`src/rtl/sram_ctrl.sv`:
```
// sram_ctrl: req/ack host to async-strobe SRAM initiator with programmable setup/pulse/hold timing.
// Define SRAM_CTRL_VERIFY_EN to add a read-back verify after every write (result on verr).
`timescale 1ns/1ps
module sram_ctrl #(
    parameter int ADDR_W = 8,
    parameter int DATA_W = 8,
    parameter int SETUP  = 1,
    parameter int PULSE  = 2,
    parameter int HOLD   = 1
) (
    input  logic              clk,
    input  logic              rst,
    input  logic              req,
    input  logic              we,
    input  logic [ADDR_W-1:0] addr,
    input  logic [DATA_W-1:0] wdata,
    output logic              busy,
    output logic              ack,
    output logic [DATA_W-1:0] rdata,
    output logic              verr,
    output logic [ADDR_W-1:0] sram_addr,
    output logic [DATA_W-1:0] sram_din,
    input  logic [DATA_W-1:0] sram_dout,
    output logic              sram_cs,
    output logic              sram_wr,
    output logic              sram_rd
);
    typedef enum logic [1:0] {S_IDLE, S_SETUP, S_STROBE, S_HOLD} state_t;
    localparam logic [3:0] SETUP_C = 4'(SETUP - 1);
    localparam logic [3:0] PULSE_C = 4'(PULSE - 1);
    localparam logic [3:0] HOLD_C  = 4'(HOLD - 1);
    state_t            state_q;
    logic [3:0]        cnt_q;
    logic              we_q, busy_q, ack_q, cs_q, wr_q, rd_q, rd_phase;
    logic [ADDR_W-1:0] addr_q;
    logic [DATA_W-1:0] din_q, rdata_q;
`ifdef SRAM_CTRL_VERIFY_EN
    logic              vfy_q, verr_q;
    logic [DATA_W-1:0] vrd_q;
    // verify pass of a write strobes rd, not wr
    assign rd_phase = !we_q || vfy_q;
    assign verr     = verr_q;
`else
    assign rd_phase = !we_q;
    assign verr     = 1'b0;
`endif
    assign busy      = busy_q;
    assign ack       = ack_q;
    assign rdata     = rdata_q;
    assign sram_addr = addr_q;
    assign sram_din  = din_q;
    assign sram_cs   = cs_q;
    assign sram_wr   = wr_q;
    assign sram_rd   = rd_q;

    always_ff @(posedge clk) begin
        if (rst) begin
            state_q <= S_IDLE;
            cnt_q   <= 4'd0;
            we_q    <= 1'b0;
            busy_q  <= 1'b0;
            ack_q   <= 1'b0;
            cs_q    <= 1'b0;
            wr_q    <= 1'b1;
            rd_q    <= 1'b1;
            addr_q  <= '0;
            din_q   <= '0;
            rdata_q <= '0;
`ifdef SRAM_CTRL_VERIFY_EN
            vfy_q   <= 1'b0;
            verr_q  <= 1'b0;
            vrd_q   <= '0;
`endif
        end else begin
            ack_q <= 1'b0;
            case (state_q)
                S_IDLE: if (req) begin
                    state_q <= S_SETUP;
                    cnt_q   <= SETUP_C;
                    we_q    <= we;
                    busy_q  <= 1'b1;
                    cs_q    <= 1'b1;
                    addr_q  <= addr;
                    if (we) din_q <= wdata;
`ifdef SRAM_CTRL_VERIFY_EN
                    vfy_q   <= 1'b0;
`endif
                end
                S_SETUP: if (cnt_q == 4'd0) begin
                    state_q <= S_STROBE;
                    cnt_q   <= PULSE_C;
                    if (rd_phase) rd_q <= 1'b0;
                    else wr_q <= 1'b0;
                end else cnt_q <= cnt_q - 4'd1;
                S_STROBE: if (cnt_q == 4'd0) begin
                    state_q <= S_HOLD;
                    cnt_q   <= HOLD_C;
                    wr_q    <= 1'b1;
                    rd_q    <= 1'b1;
                    if (!we_q) rdata_q <= sram_dout;
`ifdef SRAM_CTRL_VERIFY_EN
                    if (vfy_q) vrd_q <= sram_dout;
`endif
                end else cnt_q <= cnt_q - 4'd1;
                S_HOLD: if (cnt_q == 4'd0) begin
`ifdef SRAM_CTRL_VERIFY_EN
                    if (we_q && !vfy_q) begin
                        state_q <= S_SETUP;
                        cnt_q   <= SETUP_C;
                        vfy_q   <= 1'b1;
                    end else begin
                        state_q <= S_IDLE;
                        cs_q    <= 1'b0;
                        busy_q  <= 1'b0;
                        ack_q   <= 1'b1;
                        verr_q  <= vfy_q && (vrd_q != din_q);
                    end
`else
                    state_q <= S_IDLE;
                    cs_q    <= 1'b0;
                    busy_q  <= 1'b0;
                    ack_q   <= 1'b1;
`endif
                end else cnt_q <= cnt_q - 4'd1;
                default: state_q <= S_IDLE;
            endcase
        end
    end
endmodule
```
`config.mk`:
```
export PLATFORM = sky130hd
export DESIGN_NAME = sram_ctrl
export DESIGN_NICKNAME = d
export VERILOG_FILES = /design/src/rtl/sram_ctrl.sv
export SDC_FILE = /design/constraint.sdc
export NUM_CORES = 1
export LEC_CHECK = 0
export ABC_AREA = 0
export CORE_ASPECT_RATIO = 0.9
export CORE_MARGIN = 5
export CORE_UTILIZATION = 38
export CTS_BUF_LIST = sky130_fd_sc_hd__clkbuf_8
export DETAILED_ROUTE_END_ITERATION = 12
export PLACE_DENSITY = 0.74
export SETUP_SLACK_MARGIN = 0.4
export SKIP_LAST_GASP = 1
export SLEW_MARGIN = 10
export SYNTH_ARGS = -nofsm -noshare
export SYNTH_HDL_FRONTEND = slang
export SYNTH_SLANG_ARGS = --single-unit
```
`constraint.sdc`:
```
create_clock -name clk -period 1.7 [get_ports clk]
set_input_delay 0.425 -clock clk [delete_from_list [all_inputs] [get_ports clk]]
set_output_delay 0.425 -clock clk [all_outputs]
set_load 0.02 [all_outputs]
```
==> metrics <==
P_leak 0.933 nW; min Tclk post-route 1.51 ns; post-synthesis net count 218; vias in the first global route 1458; worst path setup slack after routing 0.194 ns; Die Footprint 5370 um2; Post-Syn Area per Cell 8.28 um2; final hold slack 0.454 ns; clk root buf clkbuf_8; Hold/Removal Path Class reg -> reg; synth warn 0; Via Count 1516; Gate Count Post-Synth 184; largest net degree at the start of global routing 28; crit end category flop; Fill cells 353; Clk pwr share 0.192; first-pass GRT wire length 6.76 mm; share of post-route cells with drive strength above 1 0.328; grt met3 use 0.0514; Critical R2R Launch cnt_q[1]$_SDFFE_PP0P_; busiest grt layer met2; Worst Setup SP cnt_q[1]$_SDFFE_PP0P_; P_sw 1.13 mW; Final setup viols 0; fmax 664 MHz; setup slack, reg-to-reg 0.19 ns; Max clock buf depth 2; hold_buf cts 0; Max H-tree Level 2; met1 Usage GRT 0.187; worst path required time 1.89 ns; aggregate routed wire length 4.04 mm; drt via density 5.12; worst path arrival time 1.69 ns; initial core utilization 0.402; CP Class reg -> reg; Worst Reg2Reg Path Length in Cells 5; multi-input logic area 838 um2; Seq cells post-synth 35; worst r2r dst state_q[0]$_SDFFE_PP0P_; Worst Path Max Fanout 3; initial antenna violation count 0; combinational power share 0.444; length of the first detailed-routing pass in iterations 4; Tot GR Track Use 0.146; peak supply drop 0.609 mV; gp weighted congestion 0.803; final net count 283; Pwr per Cell Area 1300 nW/um2; die span in y 70.1 um; DRT iter0 DRCs 64; DR DRC count 0; sw frac 0.381; flip-flop and latch area 716 um2; Pint 1.83 mW; row count 21; Die W 76.7 um; Routed Antenna Nets 0; max-slew violations 0; Hold Violations, Final 0; Sum Neg Setup Slack 0 ns; Tcrit/Tclk final 0.886; TritonCTS buffer count 5; met2 Use GR 0.238; clock slew seen by the registers of the worst setup and hold paths 0.07 ns; grt total ovfl 0; CP endpoint state_q[0]$_SDFFE_PP0P_; status finished, final reports clean; number of library cell types mapped by synthesis 32; Post-Place Worst Slack 0.00702 ns; Setup Skew 0.00392 ns; Antenna Cells 0; clk_lat worst skew 0.28 ns; DP Wirelength 2.86 mm; Synth-to-Final Area Change 49.8%; hold_sp sram_din[5]$_SDFFE_PP0P_; RSZ-0062 raised after global routing true; post-synthesis sequential area ratio 0.460; Mapped Area 1520 um2; clock sink total 35; maxcap violations 0; Port-buffer cells 56; Seq pwr share 0.364; I/O pin count 58; CP Launch Type flop; TritonCTS clock tree built; drt wl/cell 13.7 um; core footprint 3780 um2
cell type report:
cell class / count / share of cell area
clock buffer: 5 / 0.0302
clock inverter: 3 / 0.00713
inverter: 4 / 0.00987
multi-input combinational: 131 / 0.368
sequential: 35 / 0.314
tap: 46 / 0.0252
timing repair buffer: 72 / 0.246
metal layers:
metal  vias to the layer above  part of all wire
met5                         -                 0
met4                         0            0.0035
met3                         2             0.081
met2                        48              0.46
met1                       699              0.46
li1                        767                 -
layout by cell type (no fill, tap or decap), types with 2 or more instances in the layout:
cell type,n
buf_2,28
dfxtp_4,3
nor2_1,3
dfxtp_1,29
ha_4,3
or3_1,2
o32ai_1,2
o21ai_1,6
nand3_1,21
ha_2,2
mux2i_1,2
nand2b_1,3
dfxtp_2,3
clkbuf_8,5
a21oi_1,30
nor2b_1,2
clkdlybuf4s50_1,26
buf_4,13
inv_4,3
nor3b_1,2
nand2_1,29
o21ai_2,4
state kept, by name, summed over array words and instances, names as in the netlist, 2 cells and up:
signal,flops
rdata,8
sram_addr,8
state_q,2
sram_din,8
cnt_q,4
cell families (layout without fill, tap and decap cells):
kind of cell,count (synthesis),in the layout,share of synthesized area
buf+inv,18,84,0.0509
simple gates,73,73,0.238
mux,2,2,0.0131
flops,35,35,0.460
other cells,1,1,0.00246
compound gates,49,49,0.186
fa+ha+maj,6,6,0.0493
repair_timing:
item,CTS,global route
pin swaps,4,2
buffers inserted,4,4
gates resized for setup,125,17
setup endpoints to repair,54,38
power by group through the flow:
stage               logic [mW]  clock network [mW]  registers, mW
global route              1.45               0.622           1.10
floorplan                0.725                   0           1.19
detailed placement        1.25                   0           1.07
global placement          1.24                   0           1.07
CTS                       1.26               0.587           1.07
finish                    1.31               0.568           1.08
cell usage after synthesis, drive strengths merged:
cell / count / area, um2
a2111o: 1 / 11.3
a21o: 1 / 7.51
a21oi: 31 / 159
a221oi: 1 / 15.0
a22oi: 1 / 7.51
and3: 1 / 6.26
buf: 4 / 25.0
clkbuf: 10 / 37.5
conb: 1 / 3.75
dfxtp: 35 / 701
ha: 6 / 75.1
inv: 4 / 15.0
mux2i: 2 / 20.0
nand2: 30 / 113
nand2b: 4 / 25.0
nand3: 22 / 110
nand4bb: 1 / 11.3
nor2: 3 / 11.3
nor2b: 3 / 18.8
nor3: 1 / 5.00
nor3b: 3 / 22.5
o211ai: 1 / 7.51
o21ai: 10 / 50.0
o31ai: 1 / 7.51
o32ai: 2 / 17.5
or3: 3 / 23.8
or3b: 1 / 8.76
or4: 1 / 7.51
through the flow:
step                cell area, um2  instances   util  power [mW]
floorplan                     1600        184      -        1.91
global placement              2190        280  0.579        2.31
detailed placement            2190        280  0.579        2.32
CTS                           2240        292  0.592        2.92
global route                  2280        296  0.603        3.17
finish                        2280        296  0.603        2.96
critical path: stages, from the launching register on:
cell,delay (ns)
dfxtp_2,0.34
inv_2,0.08
ha_4,0.14
or3b_4,0.39
a21o_1,0.22
a221oi_2,0.24
how the worst min path moves through the flow:
stage	end	slack, ns	cells after the start
final	sram_din[5]$_SDFFE_PP0P_	0.45	2
after global routing	sram_din[0]$_SDFFE_PP0P_	0.48	2
after global placement	sram_addr[5]$_SDFFE_PP0P_	0.44	2
after floorplan	state_q[1]$_SDFFE_PP0P_	0.49	2
after detailed placement	sram_addr[6]$_SDFFE_PP0P_	0.45	2
after CTS	sram_addr[5]$_SDFFE_PP0P_	0.46	2
Note: power is estimated with default switching activity, not from simulation.
